--- src/rtl/demux_serial_adder.sv ---
`default_nettype none
// ============================================================================
// Module   : demux_serial_adder
// Purpose  : Bit-serial WIDTH-bit adder performing one full-adder step per
//            clock. Each step drives a 1-to-8 demux of a constant '1' with
//            select {a_bit, b_bit, carry}. The sum bit is the OR of minterms
//            1, 2, 4 and 7. The next carry is the OR of minterms 3, 5, 6
//            and 7. A start/busy/done handshake connects it to the
//            requester.
// Ports    : clk      - rising-edge clock
//            rst      - synchronous reset, active-high
//            start    - request, sampled only when not busy
//            a, b     - WIDTH-bit operands, latched on an accepted start
//            cin      - carry-in, latched on an accepted start
//            sub      - (DEMUX_ADDER_SUB_EN only) 1 = compute a - b
//            busy     - operation in progress
//            done     - one-cycle pulse, sum/cout valid
//            sum      - WIDTH-bit result, held until the next completion
//            cout     - carry-out (no-borrow when subtracting), held with sum
//            dec_out  - one-hot demux minterm of the current step, 0 otherwise
// Config   : `define DEMUX_ADDER_SUB_EN adds the sub port (a - b).
// Revision : 1.0 - initial release
// ============================================================================
module demux_serial_adder #(
    parameter int WIDTH = 8
) (
    input  logic             clk,
    input  logic             rst,
    input  logic             start,
    input  logic [WIDTH-1:0] a,
    input  logic [WIDTH-1:0] b,
    input  logic             cin,
`ifdef DEMUX_ADDER_SUB_EN
    input  logic             sub,
`endif
    output logic             busy,
    output logic             done,
    output logic [WIDTH-1:0] sum,
    output logic             cout,
    output logic [7:0]       dec_out
);

    localparam int              C_CW            = (WIDTH > 1) ? $clog2(WIDTH) : 1;
    localparam logic [C_CW-1:0] C_LAST_STEP     = C_CW'(WIDTH - 1);
    // Minterm masks: bit k set means minterm k contributes to the output.
    localparam logic [7:0]      C_SUM_TERMS     = 8'b1001_0110;  // 1,2,4,7
    localparam logic [7:0]      C_CARRY_TERMS   = 8'b1110_1000;  // 3,5,6,7

    typedef enum logic [1:0] {
        S_IDLE = 2'd0,
        S_RUN  = 2'd1,
        S_DONE = 2'd2
    } state_t;

    state_t            r_state;
    state_t            w_state_next;

    // r_a doubles as the result shift register: every step consumes its LSB
    // and pushes the new sum bit in at the MSB, so after WIDTH steps it holds
    // the complete result with no separate storage.
    logic [WIDTH-1:0]  r_a;
    logic [WIDTH-1:0]  r_b;
    logic              r_carry;
    logic [C_CW-1:0]   r_cnt;
    logic [WIDTH-1:0]  r_sum;
    logic              r_cout;

    logic [WIDTH-1:0]  w_b_in;
    logic              w_carry_init;
    logic [2:0]        w_sel;
    logic [7:0]        w_minterm;
    logic              w_sum_bit;
    logic              w_carry_bit;
    logic              w_accept;
    logic              w_last;
    logic [WIDTH-1:0]  w_res_next;

    // Subtraction is a + ~b + 1; the operand is stored already inverted so
    // the step logic is identical for both operations.
`ifdef DEMUX_ADDER_SUB_EN
    assign w_b_in       = sub ? ~b : b;
    assign w_carry_init = sub ? 1'b1 : cin;
`else
    assign w_b_in       = b;
    assign w_carry_init = cin;
`endif

    assign w_sel       = {r_a[0], r_b[0], r_carry};
    assign w_minterm   = 8'd1 << w_sel;
    assign w_sum_bit   = |(w_minterm & C_SUM_TERMS);
    assign w_carry_bit = |(w_minterm & C_CARRY_TERMS);
    assign w_res_next  = {w_sum_bit, r_a[WIDTH-1:1]};
    assign w_last      = (r_cnt == C_LAST_STEP);

    // A new request is taken in IDLE and also in DONE, which gives
    // back-to-back operation without an idle bubble.
    assign w_accept    = start && ((r_state == S_IDLE) || (r_state == S_DONE));

    // ------------------------------------------------------------------
    // State register and datapath
    // ------------------------------------------------------------------
    always_ff @(posedge clk) begin
        if (rst) begin
            r_state <= S_IDLE;
            r_a     <= '0;
            r_b     <= '0;
            r_carry <= 1'b0;
            r_cnt   <= '0;
            r_sum   <= '0;
            r_cout  <= 1'b0;
        end else begin
            r_state <= w_state_next;
            if (w_accept) begin
                r_a     <= a;
                r_b     <= w_b_in;
                r_carry <= w_carry_init;
                r_cnt   <= '0;
            end else if (r_state == S_RUN) begin
                r_a     <= w_res_next;
                r_b     <= {1'b0, r_b[WIDTH-1:1]};
                r_carry <= w_carry_bit;
                r_cnt   <= r_cnt + 1'b1;
                // Published results change only on the completing edge.
                if (w_last) begin
                    r_sum  <= w_res_next;
                    r_cout <= w_carry_bit;
                end
            end
        end
    end

    // ------------------------------------------------------------------
    // Next-state and demux output
    // ------------------------------------------------------------------
    always_comb begin
        w_state_next = r_state;
        dec_out      = 8'd0;
        case (r_state)
            S_IDLE: begin
                if (start) begin
                    w_state_next = S_RUN;
                end
            end
            S_RUN: begin
                dec_out = w_minterm;
                if (w_last) begin
                    w_state_next = S_DONE;
                end
            end
            S_DONE: begin
                w_state_next = start ? S_RUN : S_IDLE;
            end
            default: begin
                w_state_next = S_IDLE;
            end
        endcase
    end

    assign busy = (r_state == S_RUN);
    assign done = (r_state == S_DONE);
    assign sum  = r_sum;
    assign cout = r_cout;

endmodule
`default_nettype wire

--- config.mk ---
export PLATFORM = sky130hd
export DESIGN_NAME = demux_serial_adder
export DESIGN_NICKNAME = d
export VERILOG_FILES = /design/src/rtl/demux_serial_adder.sv
export SDC_FILE = /design/constraint.sdc
export NUM_CORES = 1
export LEC_CHECK = 0
export ABC_AREA = 1
export CORE_UTILIZATION = 50
export DETAILED_ROUTE_END_ITERATION = 10
export GPL_ROUTABILITY_DRIVEN = 0
export PLACE_DENSITY = 0.81
export REMOVE_ABC_BUFFERS = 1
export SLEW_MARGIN = 20
export SYNTH_ARGS = -nofsm -noshare
export SYNTH_HDL_FRONTEND = slang
export SYNTH_SLANG_ARGS = --single-unit
--- constraint.sdc ---
create_clock -name clk -period 1.8 [get_ports clk]
set_input_delay 0.27 -clock clk [delete_from_list [all_inputs] [get_ports clk]]
set_output_delay 0.27 -clock clk [all_outputs]
set_load 0.01 [all_outputs]
# Yosys cells after proc, flatten, opt, wreduce, memory -nomap -nowiden

Index checks and enable logic that the tools add are counted.

Shifts and indexed selects: 1
Eq/ne operators: 5
Muxes and demuxes: 11
Bitwise operators: 1
Add/subtract/negate cells: 1
Reductions and logical operators: 9

Operators with widths:

| cell                  | number |
|---|---|
| $mux W8               | 5 |
| $reduce_or A4 Y1      | 2 |
| $shl A1 B3 Y8 const A | 1 |
| $pmux W2 S3           | 1 |
| $mux W2               | 2 |
| $add A3 B1 Y3 const B | 1 |
| $eq A3 B3 Y1 const B  | 1 |
| $mux W1               | 3 |
| $reduce_and A3 Y1     | 1 |
| $eq A2 B1 Y1 const B  | 1 |
| $eq A2 B2 Y1 const B  | 1 |
| $logic_not A2 Y1      | 1 |
| $ne A2 B1 Y1 const B  | 1 |
| $ne A2 B2 Y1 const B  | 1 |
| $reduce_and A2 Y1     | 1 |
| $reduce_bool A2 Y1    | 1 |
| $reduce_or A2 Y1      | 1 |
| $logic_and A1 B1 Y1   | 1 |
| $logic_or A1 B1 Y1    | 1 |
| $not A1 Y1            | 1 |

Output and inout bits: 19
Register bits after elaboration: 31
Bits of input ports: 20

# Longest topological paths before layout

Gate-level depths: netlist (run 1).

Word-level depth: 5
Depth in mapped cells: 8
Mapped depth without buffers: 8

# Worst setup path before layout (run 1)

Ideal clock, no wire load.

Path kind: flip-flop to output port
Start: register r_state[0]
End: output dec_out[4]
Setup slack: 548 ps
Stages on the path, launching flop included: 6
Data arrival time: 982 ps
Buffers on the path: 1
Data required time: 1530 ps
Path through: dfxtp_1 > buf_6 > nand2_4 > inv_1 > nand2_1 > nor2_1

Word-level cells in the longest chain between the ends: 2

RTL lines:

| element                  | line | source |
|---|---|---|
| start: declaration       | 55   | `state_t r_state;` |
| start signal: assignment | 112  | `r_state <= w_state_next;` |
| $eq A2 B1 Y1             | n/a  |  |
| via busy                 | 36   | `output logic busy,` |
| $mux W8                  | 138  | `case (r_state)` |
| end: declaration         | 40   | `output logic [7:0] dec_out` |

The timed path passes the listed nets, and every way through them passes these cells.

# Worst setup path after layout (run 1)

Start: register r_state[1]
End: output busy

Word-level cells in the longest chain between the ends: 1

RTL lines:

| element          | line | source |
|---|---|---|
| $eq A2 B1 Y1     | 159  | `assign busy = (r_state == S_RUN);` |
| end: declaration | 36   |  |

No other way between the ends.

==> flow_metrics.tcl, run 1 <==
set metrics [dict create \
    cts-root-buf "clkbuf_4" \
    io-pin-count 39 \
    status "finished clean" \
    r2r_slack_ps 460 \
    cts_buffers 5 \
    worstSetupPathType "reg -> out" \
    fp.dieH_um 58.2 \
    crit_fanout 8 \
    antenna_found_initial 0 \
    worstHoldStart "r_a[2]" \
    ys.flop_type "dfxtp_1" \
    synthToLayoutAreaGrowth_pct 25.9 \
    first_iter_violations 46 \
    vias_per_cell 4.93 \
    grt_first_pass_wirelength_mm 5.49 \
    start_kind "flop" \
    synth-edff-count 0 \
    clk_latency_ps 320 \
    clockPowerShare_pct 25.9 \
    critPathCaptureType "output pin" \
    hold_viol_final 0 \
    port_buffers 38 \
    startpoint "r_state[1]" \
    synth_top_area_share_pct 39.3 \
    switchingPower_uw 376 \
    tns_ps 0 \
    whs_path_depth 2 \
    min_period_over_period_pct 92.9 \
    ir_drop_mv 0.393 \
    finalSetupViolCount 0 \
    dieWidth_um 58.2 \
    netlist_instances 219 \
    antenna_left 0 \
    grt_max_degree 27 \
    clkSinkCount 31 \
    p_int_uw 976 \
    fp.coreArea_um2 3030 \
    crit_required_ps 1530 \
    leakagePower_uw 0.000936 \
    final_common_cell "nand2_1" \
    final_cell_mix "nand2_1, nand3_1, dfxtp_1" \
    place_area_um2 1960 \
    avgSynthCellArea_um2 7.21 \
    p_sw_share_pct 27.8 \
    clk_pin_slew_ps 80 \
    synth.distinct_cells 26 \
    slew_headroom_pct 81.3 \
    drv_cap 0 \
    r2r-start "r_cnt[0]" \
    synth_top_area_cell "dfxtp_1" \
    slew_viol_final 0 \
    synth.yosys.seq_area_share_pct 39.3 \
    finalWirelength_mm 3.25 \
    fin_nets 283 \
    grtUsageTotal_pct 21.5 \
    p_seq_share_pct 55.6 \
    cts_max_level 2 \
    initial_core_util_pct 52.1 \
    syn_area_um2 1580 \
    synthArstFlopShare_pct 0 \
    r2r_cells 8 \
    worstReg2RegEnd "sum[0]" \
    ys_warn_count 0 \
    rsz0062_at_grt "false" \
    rows 20 \
    min_to "sum[1]" \
    dr.pass1.iters 4 \
    worst_pin_slew_ps 280 \
    synth_area_leaders "dfxtp_1, nand2_1, nand3_1" \
    finalClockSkew_ps 5.48 \
    fillers 287 \
    timing.fmax_mhz 598 \
    p_per_area_nw_per_um2 680 \
    worstPathArrival_ps 1400 \
    comb_power_share_pct 18.6 \
    antennaDiodeCount 0 \
    fin_area_um2 1990 \
    ys_ff_latch 31 \
    die_area_um2 3390 \
    routedWlPerCell_um 10.7 \
    first_global_vias 1295 \
    cts_buffer_depth 2 \
    vias 1495 \
    cts_tree "done" \
    grt_overflow 0 \
    drc_errors 0 \
    drive_gt1_share_pct 9.27 \
    dp_hpwl_mm 2.29 \
    period_minus_slack_ps 1670 \
    hp-class "reg -> reg" \
]
## cell usage after synthesis (2+ instances only)
library cell,count
dfxtp_1,31
nor2_4,2
nand3b_1,3
buf_4,3
buf_2,2
nand2_1,60
ha_1,2
inv_1,19
buf_12,2
inv_2,2
nor2_1,22
o21ai_0,3
a21oi_1,16
buf_6,3
nor3_1,3
nand3_1,36
## layout make-up
type / instances / area [µm²] / area share, %
well taps: 44 / 55.1 / 2.77
flip-flops and latches: 31 / 622 / 31.3
repair buffers: 45 / 422 / 21.2
clock buffers: 6 / 41.3 / 2.08
inverters: 23 / 95.1 / 4.78
multi-input cells: 154 / 753 / 37.9
## power by group through the flow
stage / sequential [µW] / clock (µW) / combinational, µW
5_1_grt: 757 / 390 / 287
6_report: 751 / 350 / 251
2_1_floorplan: 769 / 0 / 141
4_1_cts: 751 / 362 / 252
3_3_place_gp: 765 / 0 / 250
3_5_place_dp: 766 / 0 / 253
## kinds of logic (layout without fill, tap and decap cells)
| kind of cell | count (synthesis) | after routing | share of synthesized area, % |
|---|---|---|---|
| adders and majority gates | 3 | 3 | 2.85 |
| xor gates and xnor gates | 1 | 1 | 0.555 |
| and+or+nand+nor | 130 | 130 | 37.7 |
| buffers and inverters | 34 | 74 | 13.0 |
| AOI/OAI and AO/OA | 20 | 20 | 6.58 |
| DFF | 31 | 31 | 39.3 |
## per-layer routing
layer	part of all wire (%)	global-route usage, %	vias up
li1	-	-	777
met1	47	26.9	667
met2	46	34.3	45
met3	5.4	7.14	6
met4	1.3	8.16	0
met5	0	0	-
## per-stage QoR
stage / power (µW) / utilization, % / instances / setup slack [ps] / hold slack (ps)
floorplan: 910 / - / 208 / 29.0 / 332
global placement: 1020 / 64.6 / 297 / 210 / 456
detailed placement: 1020 / 64.6 / 297 / 156 / 460
CTS: 1360 / 65.7 / 303 / 107 / 475
global route: 1430 / 65.7 / 303 / 25.0 / 494
finish: 1350 / 65.7 / 303 / 127 / 473
## state kept, by name, indices dropped and copies added, names as in the netlist
register  cells
r_carry       1
cout          1
r_state       2
r_cnt         3
r_a           8
sum           8
r_b           8
## critical path, cell delays in order, from the launching register on
cell and delay, ps:
dfxtp_1 310, inv_2 70, nand2_4 80, inv_2 90, clkdlybuf4s50_1 540
## worst max-delay path by stage
stage | end | slack [ps]
6_report | busy | 130
5_1_grt | dec_out[0] | 20
2_1_floorplan | dec_out[4] | 30
3_3_place_gp | dec_out[1] | 210
3_5_place_dp | dec_out[6] | 160
4_1_cts | busy | 110
## timing repair
item                       4_1_cts  5_1_grt
hold buffers                     0        0
setup buffers                    0        0
gates resized for setup         11        0
setup endpoints to repair        9        0
Note: power is estimated with default switching activity, not from simulation.
==> run 2: changes to the inputs <==
Settings changed: CORE_UTILIZATION 50 to 40, PLACE_DENSITY 0.81 to 0.67, TNS_END_PERCENT set to 5.
==> run 2 against run 1 <==
Maximum frequency rose by 2.2%. Global-route usage is 2.8 points lower. Flip-flop and latch count unchanged. Non-clock buffer count is 1 lower. Die area grew 24%. Sequential power about the same. Worst setup slack better by 36 ps. Critical endpoint unchanged. Largest power group unchanged.
==> flow_metrics.tcl, run 2 (same netlist as run 1, synthesis figures left out) <==
set metrics [dict create \
    vias_per_cell 4.78 \
    clk_latency_ps 280 \
    hp-class "reg -> reg" \
    final_cell_mix "nand2_1, nand3_1, dfxtp_1" \
    fp.coreArea_um2 3720 \
    r2r_slack_ps 450 \
    first_iter_violations 64 \
    holdWs_ps 466 \
    drc_errors 0 \
    fin_util_pct 54.3 \
    leakagePower_uw 0.000946 \
    worst_pin_slew_ps 266 \
    status "finished clean" \
    cts_tree "done" \
    drive_gt1_share_pct 8.53 \
    fin_nets 282 \
    grtUsageTotal_pct 18.7 \
    port_buffers 38 \
    slew_viol_final 0 \
    antennaDiodeCount 0 \
    grt_first_pass_wirelength_mm 5.93 \
    cts-root-buf "clkbuf_8" \
    switchingPower_uw 394 \
    finalClockSkew_ps 4.46 \
    holdBufCountCts 0 \
    fillers 397 \
    worstPathArrival_ps 1370 \
    place_area_um2 1950 \
    critPathCaptureType "output pin" \
    first_global_vias 1331 \
    comb_power_share_pct 16.8 \
    ir_drop_mv 0.444 \
    dp_hpwl_mm 2.39 \
    rows 22 \
    clk_pin_slew_ps 60 \
    dieWidth_um 64.8 \
    regArea_um2 622 \
    die_area_um2 4200 \
    tns_ps 0 \
    crit_required_ps 1530 \
    p_per_area_nw_per_um2 738 \
    initial_core_util_pct 42.5 \
    slew_headroom_pct 82.2 \
    p_sw_share_pct 26.5 \
    crit_path_max_incr_delay_ps 560 \
    fp.dieH_um 64.8 \
    cts_max_level 2 \
    timing.fmax_mhz 611 \
    rsz0062_at_grt "false" \
    dr.pass1.iters 4 \
    cts_buffer_depth 2 \
    crit_fanout 5 \
    grt_max_degree 27 \
    crit_chain "nand2_4 -> inv_1 -> clkdlybuf4s50_1" \
    antenna_left 0 \
    dpl.cell_count 300 \
    io-pin-count 39 \
    final_common_cell "nand2_1" \
    min_period_over_period_pct 91.0 \
    antenna_found_initial 0 \
    drv_cap 0 \
    period_minus_slack_ps 1640 \
    final_cells 306 \
    hold_viol_final 0 \
    routedWlPerCell_um 11.2 \
    p_int_uw 1090 \
    worstSetupPathType "reg -> out" \
    finalWirelength_mm 3.43 \
    vias 1463 \
    start_kind "flop" \
    clkSinkCount 31 \
    grt_overflow 0 \
    cts_buffers 5 \
    synthToLayoutAreaGrowth_pct 27.7 \
    finalSetupViolCount 0 \
    multi_input_area_um2 753 \
    p_seq_share_pct 50.6 \
    cp_slowest_cell "clkdlybuf4s50_1" \
    clockPowerShare_pct 32.6 \
    fin_area_um2 2020 \
]
run 2: repair_timing:
action	in CTS	in global routing
buffers inserted	0	0
endpoints found under the setup margin	9	0
gates resized for setup	10	0
run 2: cell type report:
class | count | area share (%)
clock buffers | 6 | 3.60
repair buffers | 44 | 20.5
multi-input cells | 154 | 37.3
well taps | 48 | 2.98
flip-flops and latches | 31 | 30.8
inverters | 23 | 4.71
run 2: metal layers:
layer / global-route usage [%] / vias up / part of all wire (%)
li1: - / 774 / -
met1: 22.7 / 653 / 48
met2: 31.1 / 30 / 47
met3: 4.23 / 6 / 4.1
met4: 8.33 / 0 / 1.6
met5: 0 / - / 0
run 2: worst max-delay path, delay by kind of cell, from the launching register on:
kind,cells,cell delay [ps]
flip-flops,1,360
buffers and inverters,2,680
AND/OR/NAND/NOR,1,50
run 2: power groups by stage:
stage	registers [µW]	logic, µW	clock network, µW
final	753	250	485
after global routing	759	281	532
after CTS	753	251	499
after detailed placement	767	255	0
after global placement	766	251	0
after floorplan	769	141	0
run 2: final timing paths:
path	from	end	cells past startpoint
setup / recovery	r_state[0]	busy	3
hold / removal	r_a[2]	sum[1]	2
setup reg to reg	r_cnt[0]	sum[0]	8
hold reg to reg	r_a[2]	sum[1]	2
run 2: metrics by stage:
step           power, µW  worst slack [ps]
6_report            1490               163
2_1_floorplan        910              29.0
3_5_place_dp        1020               166
4_1_cts             1500               142
5_1_grt             1570              76.7
3_3_place_gp        1020               220
